<file path="config.mk">
export PLATFORM = sky130hd
export DESIGN_NAME = engine_batch_scheduler
export DESIGN_NICKNAME = d
export VERILOG_FILES = /design/src/rtl/engine_batch_scheduler.sv
export SDC_FILE = /design/constraint.sdc
export NUM_CORES = 1
export LEC_CHECK = 0
export BUFFER_PORTS_ARGS = -buffer_cell sky130_fd_sc_hd__buf_2
export CAP_MARGIN = 25
export CORE_AREA = 2 2 136 138
export DETAILED_ROUTE_END_ITERATION = 8
export DIE_AREA = 0 0 138 140
export GPL_TIMING_DRIVEN = 1
export HOLD_SLACK_MARGIN = 0.05
export PLACE_DENSITY = 0.7
export SYNTH_ARGS = -nofsm -noshare
export SYNTH_HDL_FRONTEND = slang
export SYNTH_SLANG_ARGS = --single-unit
</file>
<file path="constraint.sdc">
create_clock -name clk -period 4.2 [get_ports clk]
set_input_delay 0.84 -clock clk [delete_from_list [all_inputs] [get_ports clk]]
set_output_delay 0.84 -clock clk [all_outputs]
set_load 0.005 [all_outputs]
</file>
<file path="src/rtl/engine_batch_scheduler.sv">
// engine_batch_scheduler: launches engine batches, drains results as a pixel stream, one frame per start_frame.
// Optional SCHED_PERF_CNT_EN adds saturating wait/stall performance counters.
module engine_batch_scheduler #(
  parameter int NUM_ENGINES   = 12,
  parameter int SCREEN_WIDTH  = 640,
  parameter int SCREEN_HEIGHT = 480,
  parameter int ITER_WIDTH    = 8
) (
  input  logic                                   clk,
  input  logic                                   reset,
  input  logic                                   start_frame,
  output logic [NUM_ENGINES-1:0]                 engine_start,
  input  logic [NUM_ENGINES-1:0]                 engine_done,
  input  logic [NUM_ENGINES-1:0][ITER_WIDTH-1:0] engine_iter,
  output logic                                   fin_flag,
  output logic                                   out_valid,
  input  logic                                   out_ready,
  output logic [ITER_WIDTH-1:0]                  out_data,
  output logic                                   out_sop,
  output logic                                   out_eop,
  output logic                                   busy,
  output logic                                   frame_done
`ifdef SCHED_PERF_CNT_EN
  ,
  output logic [31:0]                            perf_wait_cycles,
  output logic [31:0]                            perf_stall_cycles
`endif
);
  localparam int TOTAL = SCREEN_WIDTH * SCREEN_HEIGHT;
  localparam int PW = $clog2(TOTAL + 1);
  localparam int IW = $clog2(NUM_ENGINES);
  localparam logic [PW-1:0] LAST = PW'(TOTAL - 1);
  localparam logic [PW-1:0] FULL = PW'(TOTAL);
  localparam logic [IW-1:0] IDX_LAST = IW'(NUM_ENGINES - 1);
  typedef enum logic [2:0] {IDLE, LAUNCH, WAIT, DRAIN, ADVANCE} state_t;
  state_t                                state;
  logic [NUM_ENGINES-1:0]                done_seen;
  logic [NUM_ENGINES-1:0][ITER_WIDTH-1:0] iter_q;
  logic [IW-1:0]                         idx;
  logic [PW-1:0]                         pix_cnt;
  // Outputs are registered, so the first pixel of a batch is forwarded from the capture path.
  always_ff @(posedge clk) begin
    if (reset) begin
      state <= IDLE;
      done_seen <= '0;
      iter_q <= '0;
      idx <= '0;
      pix_cnt <= '0;
      engine_start <= '0;
      fin_flag <= 1'b0;
      frame_done <= 1'b0;
      busy <= 1'b0;
      out_valid <= 1'b0;
      out_data <= '0;
      out_sop <= 1'b0;
      out_eop <= 1'b0;
`ifdef SCHED_PERF_CNT_EN
      perf_wait_cycles <= '0;
      perf_stall_cycles <= '0;
`endif
    end else begin
      engine_start <= '0;
      fin_flag <= 1'b0;
      frame_done <= 1'b0;
      case (state)
        IDLE: if (start_frame) begin
          state <= LAUNCH;
          pix_cnt <= '0;
          engine_start <= '1;
          busy <= 1'b1;
`ifdef SCHED_PERF_CNT_EN
          perf_wait_cycles <= '0;
          perf_stall_cycles <= '0;
`endif
        end
        LAUNCH: begin
          done_seen <= '0;
          state <= WAIT;
        end
        WAIT: begin
          for (int i = 0; i < NUM_ENGINES; i++)
            if (engine_done[i] && !done_seen[i]) iter_q[i] <= engine_iter[i];
          done_seen <= done_seen | engine_done;
`ifdef SCHED_PERF_CNT_EN
          perf_wait_cycles <= perf_wait_cycles + {31'd0, ~&perf_wait_cycles};
`endif
          if (&(done_seen | engine_done)) begin
            state <= DRAIN;
            idx <= '0;
            out_valid <= 1'b1;
            out_data <= done_seen[0] ? iter_q[0] : engine_iter[0];
            out_sop <= pix_cnt == '0;
            out_eop <= pix_cnt == LAST;
          end
        end
        DRAIN: if (out_ready) begin
          pix_cnt <= pix_cnt + 1'b1;
          idx <= idx + 1'b1;
          out_sop <= 1'b0;
          if (idx == IDX_LAST || pix_cnt == LAST) begin
            state <= ADVANCE;
            out_valid <= 1'b0;
            out_data <= '0;
            out_eop <= 1'b0;
            fin_flag <= 1'b1;
            frame_done <= pix_cnt == LAST;
          end else begin
            out_data <= iter_q[idx + 1'b1];
            out_eop <= pix_cnt + 1'b1 == LAST;
          end
        end else begin
`ifdef SCHED_PERF_CNT_EN
          perf_stall_cycles <= perf_stall_cycles + {31'd0, ~&perf_stall_cycles};
`endif
        end
        ADVANCE: begin
          state <= pix_cnt == FULL ? IDLE : LAUNCH;
          engine_start <= {NUM_ENGINES{pix_cnt != FULL}};
          busy <= pix_cnt != FULL;
        end
        default: state <= IDLE;
      endcase
    end
  end
endmodule

</file>
Yosys cells after proc, flatten, opt, wreduce, memory -nomap -nowiden

Cells that the tools add are included.

Add/subtract/negate cells: 2
$lt $le $gt $ge: 1
Equality and inequality tests: 13
Multiplexer cells: 36
Bitwise logic cells: 4
Reductions and logical operators: 51

Operators by type and width:

| operator                                       | count |
|---|---|
| == test 19 bit (second input constant)         | 3 |
| one-hot mux 12 bit (2 select lines)            | 2 |
| 2-to-1 mux 8 bit                               | 5 |
| 2-to-1 mux 19 bit                              | 2 |
| one-hot mux 19 bit (2 select lines)            | 1 |
| binary-select mux 8 bit (select 4 bit)         | 1 |
| AND reduction 2 bit                            | 13 |
| adder 19 x 1 -> 19 bit (second input constant) | 1 |
| zero test 19 bit                               | 1 |
| != test 19 bit (second input constant)         | 1 |
| one-hot mux 8 bit (2 select lines)             | 1 |
| one-hot mux 3 bit (5 select lines)             | 1 |
| logical AND 1 bit                              | 12 |
| zero test 1 bit                                | 12 |
| 2-to-1 mux 12 bit                              | 1 |
| 2-to-1 mux 3 bit                               | 4 |
| OR 12 bit                                      | 1 |
| AND reduction 12 bit                           | 1 |
| 2-to-1 mux 1 bit                               | 11 |
| 2-to-1 mux 4 bit                               | 2 |
| != test 2 bit (second input constant)          | 4 |
| one-hot mux 1 bit (2 select lines)             | 4 |
| one-hot mux 4 bit (2 select lines)             | 1 |
| AND reduction 4 bit                            | 2 |
| 13 further kinds                               | 20 |

Register bits after elaboration: 160
Input port bits: 112

Longest topological paths before layout

Gate-level depths: netlist of the first run.

Word-level depth: 6
Gate-level depth with buffers: 8

Worst setup path before layout of the first run

Ideal clock, no wire load.

Kind: reg-to-reg
Start point: reg pix_cnt[1]
End point: reg out_eop
Arrival: 2158 ps
Setup slack: 1963 ps
Cell stages (with the launch flop): 8
Path buffers: 0
Cells stage by stage: dfxtp_1 > ha_1 > nand3_1 > or4_4 > or3_1 > a22oi_1 > nand4_1 > a211oi_2

Cells in the longest elaborated chain, start to end: 5
Elaborated cells on any way between the ends: 8
Classes of those cells: add/sub (1); eq/ne (2); mux (4); reduce/logical (1)

Ends and longest elaborated chain:

| what                                                     | RTL line     | source |
|---|---|---|
| start: declaration                                       | 40           | `logic [PW-1:0] pix_cnt;` |
| start signal: assignment                                 | 97           | `pix_cnt <= pix_cnt + 1'b1;` |
| adder 19 x 1 -> 19 bit or == test 19 bit (tied branches) | 109, 93, 100 |  |
| == test 19 bit or logical OR 1 bit (tied branches)       | 109, 100     |  |
| 2-to-1 mux 1 bit                                         | 100          | `if (idx == IDX_LAST \|\| pix_cnt == LAST) begin` |
| 2-to-1 mux 1 bit                                         | 96           | `DRAIN: if (out_ready) begin` |
| one-hot mux 1 bit (2 select lines) *                     | 65           | `case (state)` |
| end signal: assignment                                   | 93           | `out_eop <= pix_cnt == LAST;` |
| end signal: assignment                                   | 104          | `out_eop <= 1'b0;` |
| end signal: assignment                                   | 109          | `out_eop <= pix_cnt + 1'b1 == LAST;` |
| end: declaration                                         | 20           | `output logic out_eop,` |

Mark *: on every way between the ends. The rest lies on a longest branch, timed or not. The select of a mux whose other input is x is not followed.
A chain may end at the register's enable or synchronous reset.

Final worst setup path of the first run

Ends and elaborated chain as after synthesis.

==> results of run 1 <==
final cells by class:
class / instances / area, um2 / share of cell area
well taps: 229 / 287 / 0.0343
flip-flops and latches: 149 / 2980 / 0.357
multi-input cells: 632 / 3720 / 0.445
inverters: 5 / 18.8 / 0.00225
repair buffers: 143 / 741 / 0.0886
clock inverters: 11 / 139 / 0.0166
clock buffers: 20 / 467 / 0.0558
cell usage after synthesis (all sizes together), types with 2 or more instances:
library cell,number
a211oi,3
a21oi,134
a221oi,8
a22oi,2
a311oi,5
a31oi,5
and3,5
and3b,2
buf,24
clkbuf,49
dfxtp,149
ha,4
inv,5
mux2,8
mux2i,8
mux4,24
nand2,135
nand2b,5
nand3,20
nand3b,2
nand4,7
nand4b,3
nor2,66
nor3,21
nor4,9
o21ai,117
o22ai,6
o31a,2
or2,2
or3,4
or4,5
xnor2,5
xor2,3
worst max-delay path: cells and delay by family, from the launching register on:
family          cells  cell delay, ns
simple gates        4            1.49
flops               1            0.45
compound gates      2            0.44
fa+ha+maj           1            0.32
through the flow:
stage	setup slack, ns	total power, mW	util	hold slack, ns
final	1.44	3.42	0.470	0.472
after global routing	1.19	3.54	0.470	0.489
after CTS	1.47	3.43	0.469	0.473
after detailed placement	1.50	1.88	0.435	0.464
after global placement	1.58	1.88	0.435	0.459
after floorplan	1.96	1.74	-	0.448
power by group through the flow:
| stage | registers (mW) | clock network (mW) | logic [mW] |
|---|---|---|---|
| 6_report | 1.53 | 1.56 | 0.321 |
| 4_1_cts | 1.53 | 1.58 | 0.319 |
| 3_3_place_gp | 1.56 | 0 | 0.314 |
| 3_5_place_dp | 1.56 | 0 | 0.317 |
| 5_1_grt | 1.54 | 1.64 | 0.356 |
| 2_1_floorplan | 1.52 | 0 | 0.223 |
cell usage in the layout (no fill, tap or decap), types with 8 or more instances in the layout:
cell type    n
dfxtp_1    148
buf_2      136
nand2_1    134
a21oi_1    134
o21ai_0    117
nor2_1      66
mux4_2      24
nand3_1     20
nor3_1      20
clkbuf_16   17
nor4_1       8
mux2i_1      8
mux2_2       8
a221oi_1     8
kinds of logic (layout without fill, tap and decap cells):
kind of cell / count (synthesis) / in the layout
buf+inv: 78 / 179
xor+xnor: 8 / 8
flops: 149 / 149
fa+ha+maj: 4 / 4
simple gates: 292 / 292
mux: 40 / 40
compound gates: 288 / 288
state kept, by name, summed over array words and instances, names as in the netlist, 3 cells and up:
register,count
out_data,8
done_seen,12
pix_cnt,19
idx,4
state,3
iter_q,96
per-layer routing:
layer | routed length (um) | up-vias | track usage
met5 | 0 | - | 0
met4 | 452 | 0 | 0.0693
met3 | 1450 | 22 | 0.0499
met2 | 9520 | 307 | 0.326
met1 | 9460 | 3190 | 0.294
li1 | - | 3251 | -
worst paths after layout:
check,start,cells after the start,to
hold / removal,iter_q[88],2,iter_q[88]
setup reg to reg,pix_cnt[1],7,out_eop
hold reg to reg,iter_q[88],2,iter_q[88]
setup / recovery,pix_cnt[1],7,out_eop
==> results.json, run 1 <==
{
  "setup_violations": 0,
  "startpoint_type": "register",
  "slowest_stage": "or4_4",
  "synth-adder-area-share": 0.00709,
  "synth_cells": 859,
  "p_leak_nw": 3.04,
  "wl_per_cell_um": 17.6,
  "grt_pass1_wl_um": 32600,
  "drv_cap": 0,
  "synth_seq_area_share": 0.423,
  "clk_path_buf_depth": 2,
  "die_height_um": 140,
  "dr.first_iter.drc_count": 518,
  "holdBufCountCts": 0,
  "slew_headroom": 0.325,
  "syn_nets": 975,
  "dp_hpwl_um": 15200,
  "crit_path_cell_trace": "ha_1 > nand3_1 > or4_4 > or3_1 > a22oi_1 > nand4_1 > a211oi_2",
  "synthMuxAreaShare": 0.101,
  "first_pass_iters": 5,
  "crit_path_end_kind": "register",
  "route.vias.total": 6770,
  "path_max_fanout": 11,
  "r2r_slack_ns": 1.44,
  "crit_type": "register to register",
  "cpPeakStageDelay_ns": 0.63,
  "cts_sinks": 149,
  "synth-simple-area-share": 0.189,
  "maxClockFrequency_ghz": 0.363,
  "worstMarginPinSlew_ns": 1.01,
  "grt-ovfl-total": 0,
  "postSynthAreaPerCell_um2": 8.22,
  "clk_latency_ns": 0.43,
  "cts-htree-levels": 4,
  "p_seq_frac": 0.449,
  "place_congestion": 0.852,
  "yosys.area.top_type_share": 0.423,
  "port_buffers": 137,
  "synth_area_um2": 7060,
  "antenna_found_initial": 0,
  "grt_max_degree": 77,
  "p_sw_mw": 0.885,
  "worstPathArrival_ns": 3.11,
  "viasPerCell": 5.69,
  "rows": 49,
  "core-area_um2": 17800,
  "layout-drive-gt1-share": 0.226,
  "synth_compound_area_frac": 0.220,
  "final_nets": 1064,
  "grt_pass1_vias": 6148,
  "rsz0062_at_grt": "no",
  "clkPwrFrac": 0.458,
  "wl_um": 20900,
  "final_area_um2": 8360,
  "synth_area_leader_cell": "dfxtp_1",
  "drt.antenna.violating_nets": 0,
  "ctsRootBufferMaster": "clkbuf_16",
  "vdd_ir_drop_max_v": 0.000286,
  "final_cells": 1189,
  "swShare": 0.259,
  "fin_tns_setup_ns": 0,
  "min_period_over_period": 0.656,
  "fillers": 1763,
  "drv_slew": 0,
  "yosys-top-cells-area": "dfxtp_1 42%, a21oi_1 9.5%, o21ai_0 8.3%",
  "insertedDiodeCount": 0,
  "die_x_um": 138,
  "dieArea_um2": 19300,
  "required_ns": 4.55,
  "synth_xor_area_frac": 0.0110,
  "clk_pin_slew_ns": 0.06,
  "area_delta_synth_final_pct": 18.4,
  "drc": 0,
  "report.final.hold_viol_count": 0,
  "power_density_nw_per_um2": 409,
  "hold_class": "register to register",
  "p_int_mw": 2.54,
  "pwr-share-comb": 0.094,
  "synth_flop_cell": "dfxtp_1",
  "yosys_warnings": 0,
  "placed_cells": 1157,
  "place_area_um2": 7740,
  "synth.distinct_cells": 52,
  "cts_setup_buffers": 0,
  "cts_tree": "yes",
  "track_usage": 0.212,
  "finClkSkew_ns": 0.0114,
  "io_pins": 138,
  "cts_resized": 0,
  "period_minus_slack_ns": 2.76,
  "outcome": "complete, no violations",
  "synth_seq_cells": 149,
  "synth_top_family_by_area": "compound AO/OA/AOI/OAI gates",
  "start_util": 0.397,
  "synth_edf_count": 0,
  "cts_made_buffers": 17,
  "async_flop_share": 0
}
Power figures use the tool's default switching activity.
==> run 2: changes to the inputs <==
Settings changed: PLACE_DENSITY 0.7 to 0.73.
Clock period 4.2 ns to 2.42 ns, I/O delays scaled along.
==> results.json, run 2 (synthesis gave the netlist of run 1 again) <==
{
  "setup_violations": 0,
  "dr.first_iter.drc_count": 554,
  "clk_path_buf_depth": 2,
  "regMostFlops": "iter_q",
  "die_height_um": 140,
  "grt_pass1_vias": 6141,
  "startpoint_type": "register",
  "cts-htree-levels": 4,
  "drv_cap": 0,
  "min_period_over_period": 0.912,
  "min_path_cells": 3,
  "period_minus_slack_ns": 2.21,
  "antenna_found_initial": 2,
  "cts_sinks": 149,
  "cts_tree": "yes",
  "outcome": "complete, no violations",
  "holdPathEnd": "iter_q[53]",
  "drv_slew": 0,
  "route.vias.total": 6749,
  "die_x_um": 138,
  "r2r_end": "out_eop",
  "clk_latency_ns": 0.42,
  "clk_pin_slew_ns": 0.06,
  "reg.largest.list": "iter_q: 96 flops, pix_cnt: 19 flops, done_seen: 12 flops",
  "path_max_fanout": 10,
  "final_common_cell": "dfxtp_1",
  "maxClockFrequency_ghz": 0.453,
  "rsz0062_at_grt": "no",
  "finClkSkew_ns": 0.00760,
  "dieArea_um2": 19300,
  "cts_resized": 0,
  "final_cell_mix": "149 x dfxtp_1, 136 x buf_2, 134 x nand2_1, 134 x a21oi_1, 117 x o21ai_0",
  "wl_um": 20500,
  "crit_start": "pix_cnt[0]",
  "grt-ovfl-total": 0,
  "io_pins": 138,
  "final_nets": 1091,
  "hold_class": "input port to register",
  "core-area_um2": 17800,
  "rows": 49,
  "slew_headroom": 0.618,
  "worstPathArrival_ns": 2.55,
  "preCtsSetupSlack_ns": 0.241,
  "hold_start": "engine_iter[53]",
  "holdBufCountCts": 0,
  "p_leak_nw": 3.19,
  "drc": 0,
  "r2r_slack_ns": 0.21,
  "cts_setup_buffers": 0,
  "dp_hpwl_um": 15100,
  "area_delta_synth_final_pct": 21.4,
  "setup_slack_ns": 0.214,
  "fin_tns_setup_ns": 0,
  "report.final.hold_viol_count": 0,
  "layout-drive-gt1-share": 0.246,
  "grt_pass1_wl_um": 32500,
  "worstMarginPinSlew_ns": 0.571,
  "start_util": 0.397,
  "port_buffers": 137,
  "viasPerCell": 5.55,
  "required_ns": 2.76,
  "largest_reg_flops": 96,
  "power_density_nw_per_um2": 695,
  "drt.antenna.violating_nets": 0,
  "rr_worst_depth": 8,
  "track_usage": 0.209,
  "crit_path_end_kind": "register",
  "insertedDiodeCount": 0,
  "ctsRootBufferMaster": "clkbuf_16",
  "wl_per_cell_um": 16.8,
  "vdd_ir_drop_max_v": 0.000500,
  "r2r_start": "pix_cnt[0]",
  "crit_type": "register to register",
  "place_congestion": 0.932,
  "first_pass_iters": 5,
  "cts_made_buffers": 17,
  "grt_max_degree": 106
}
-- run 2: cell types whose count changed in the layout (fill, tap and decap cells not counted), sizes merged --
cell      before  now
bufinv         2    3
inv           10    6
clkinv         2    7
buf          143  170
clkinvlp       2    1
-- run 2: layout make-up --
cell class	instances	area, um2
clock inverter	12	153
clock buffer	20	457
tap	229	287
timing repair buffer	170	948
inverter	5	18.8
sequential	149	2980
fill	1715	9210
multi-input combinational	632	3720
-- run 2: report_power, final --
| group | internal, mW | switching [mW] | total [mW] | leakage (nW) |
|---|---|---|---|---|
| Combinational | 0.249 | 0.357 | 0.607 | 1.68 |
| Sequential | 2.55 | 0.0766 | 2.63 | 1.21 |
| Clock | 1.68 | 1.04 | 2.72 | 0.300 |
| Total | 4.48 | 1.48 | 5.96 | 3.19 |
-- run 2: worst max-delay path by stage --
stage               to  slack (ns)  depth (start not counted)
5_1_grt        out_eop        0.07                          6
6_report       out_eop        0.21                          8
2_1_floorplan  out_eop        0.18                          7
3_3_place_gp   out_eop        0.30                          6
4_1_cts        out_eop        0.22                          7
3_5_place_dp   out_eop        0.24                          7
-- run 2: per-layer routing --
metal	wire length, um	track usage	share of wire
met5	12	0	0.00059
met4	308	0.0618	0.015
met3	1220	0.0424	0.060
met2	9680	0.335	0.47
met1	9240	0.286	0.45
-- run 2: per-stage QoR --
step	hold WS (ns)	power (mW)	util	instances	instance area, um2
floorplan	0.448	3.03	-	859	7060
global placement	0.458	3.27	0.448	1185	7960
detailed placement	0.464	3.28	0.448	1185	7960
CTS	0.289	5.97	0.482	1217	8570
global route	0.291	6.17	0.482	1217	8570
finish	0.296	5.96	0.482	1217	8570
-- run 2: worst max-delay path, stage by stage (launching register included) --
cell,delay [ns]
dfxtp_1,0.33
ha_1,0.19
nand3_1,0.12
buf_4,0.20
or4_1,0.59
xnor2_1,0.16
nor3_1,0.19
nand4_1,0.14
a211oi_2,0.21
==> run 3: changes to the inputs <==
==> constraint.sdc (replaced) <==
create_clock -name clk -period 2.42 [get_ports clk]
set_input_delay 0.242 -clock clk [delete_from_list [all_inputs] [get_ports clk]]
set_output_delay 0.242 -clock clk [all_outputs]
set_load 0.005 [all_outputs]
==> results.json, run 3 (synthesis gave the netlist of run 1 again) <==
{
  "final_common_cell": "dfxtp_1",
  "fillers": 1717,
  "grt_pass1_wl_um": 33100,
  "cts_sinks": 149,
  "rows": 49,
  "dieArea_um2": 19300,
  "p_leak_nw": 3.22,
  "p_sw_mw": 1.56,
  "cts-htree-levels": 4,
  "port_buffers": 137,
  "drt.antenna.violating_nets": 0,
  "io_pins": 138,
  "layout-drive-gt1-share": 0.238,
  "required_ns": 2.76,
  "clkPwrFrac": 0.429,
  "period_minus_slack_ns": 2.28,
  "multiInputGateArea_um2": 3730,
  "ctsRootBufferMaster": "clkbuf_16",
  "power_density_nw_per_um2": 655,
  "first_pass_iters": 5,
  "report.final.hold_viol_count": 0,
  "vdd_ir_drop_max_v": 0.000534,
  "regMostFlops": "iter_q",
  "fin_util": 0.491,
  "r2r_start": "pix_cnt[4]",
  "place_congestion": 0.887,
  "hold_start": "engine_iter[29]",
  "grt_max_degree": 63,
  "p_seq_frac": 0.460,
  "reg.largest.list": "iter_q: 96 flops, pix_cnt: 19 flops, done_seen: 12 flops",
  "core-area_um2": 17800,
  "pwr-share-comb": 0.110,
  "grt-ovfl-total": 0,
  "min_path_cells": 3,
  "hold_class": "input port to register",
  "clk_latency_ns": 0.42,
  "worstPathArrival_ns": 2.62,
  "dr.first_iter.drc_count": 767,
  "preCtsSetupSlack_ns": 0.227,
  "viasPerCell": 5.59,
  "seqCellArea_um2": 2980,
  "startpoint_type": "register",
  "drv_cap": 0,
  "r2r_slack_ns": 0.14,
  "path_max_fanout": 8,
  "holdPathEnd": "iter_q[29]",
  "drv_slew": 0,
  "rr_worst_depth": 6,
  "final_nets": 1111,
  "route.vias.total": 6924,
  "p_int_mw": 4.16,
  "clk_pin_slew_ns": 0.06,
  "worstMarginPinSlew_ns": 0.649,
  "die_height_um": 140,
  "area_delta_synth_final_pct": 23.7,
  "antenna_found_initial": 1,
  "setup_violations": 0,
  "track_usage": 0.213,
  "r2r_end": "out_eop",
  "rsz0062_at_grt": "no",
  "start_util": 0.397,
  "largest_reg_flops": 96,
  "min_period_over_period": 0.943,
  "wl_um": 20500,
  "outcome": "complete, no violations",
  "fin_tns_setup_ns": 0,
  "slew_headroom": 0.567,
  "finClkSkew_ns": 0.00856,
  "wl_per_cell_um": 16.6,
  "clk_path_buf_depth": 2,
  "swShare": 0.273,
  "crit_path_end_kind": "register",
  "setup_slack_ns": 0.138,
  "die_x_um": 138,
  "power_mw": 5.72,
  "dp_hpwl_um": 15100,
  "final_cell_mix": "148 x dfxtp_1, 136 x buf_2, 134 x nand2_1, 134 x a21oi_1, 117 x o21ai_0",
  "drc": 0,
  "grt_pass1_vias": 6501,
  "cts_made_buffers": 17,
  "whs_ns": 0.0627,
  "cts_tree": "yes",
  "crit_type": "register to register",
  "maxClockFrequency_ghz": 0.438,
  "cts_setup_buffers": 0
}
==> run 3: final cells by class <==
type | count | area share
Antenna cell | 1 | 0.000287
Timing Repair Buffer | 190 | 0.133
Clock buffer | 18 | 0.0492
Clock inverter | 14 | 0.0135
Tap cell | 229 | 0.0328
Sequential cell | 149 | 0.342
Inverter | 5 | 0.00215
Multi-Input combinational cell | 632 | 0.427
==> run 3: per-layer routing <==
| metal | wire length, um | global-route usage |
|---|---|---|
| met2 | 9640 | 0.343 |
| met1 | 9050 | 0.278 |
| met5 | 16 | 0 |
| met3 | 1250 | 0.0417 |
| met4 | 575 | 0.0951 |
==> run 3: metrics by stage <==
| step | area (um2) | std cells |
|---|---|---|
| after floorplan | 7060 | 859 |
| after global placement | 7920 | 1180 |
| after detailed placement | 7920 | 1180 |
| after CTS | 8720 | 1237 |
| after global routing | 8720 | 1237 |
| final | 8730 | 1238 |
==> run 3: critical path, stage by stage, from the launching register on <==
cell	delay [ns]
dfxtp_1	0.47
nand2_2	0.15
or4_4	0.59
or3_1	0.39
a22oi_1	0.22
nand4_1	0.14
a211oi_2	0.23
==> run 3: worst max path at each step <==
stage / start / to / slack [ns] / cells after the start
floorplan: pix_cnt[1] / out_eop / 0.18 / 7
global placement: pix_cnt[4] / out_eop / 0.31 / 6
detailed placement: pix_cnt[4] / out_eop / 0.23 / 6
CTS: pix_cnt[4] / out_eop / 0.20 / 6
global route: pix_cnt[0] / out_eop / 0.06 / 7
finish: pix_cnt[4] / out_eop / 0.14 / 6
==> run 3: repair_timing <==
action | in CTS | in global routing
endpoints found under the setup margin | 0 | 1
hold endpoints to repair | 25 | 0
hold buffers | 25 | 0
gates resized for setup | 0 | 2
==> run 3: power by group through the flow <==
stage                     logic (mW)  clock network [mW]  registers, mW
after CTS                      0.625                2.49           2.63
after global routing           0.696                2.59           2.64
after global placement         0.584                   0           2.68
after floorplan                0.387                   0           2.64
after detailed placement       0.591                   0           2.68
final                          0.630                2.45           2.63
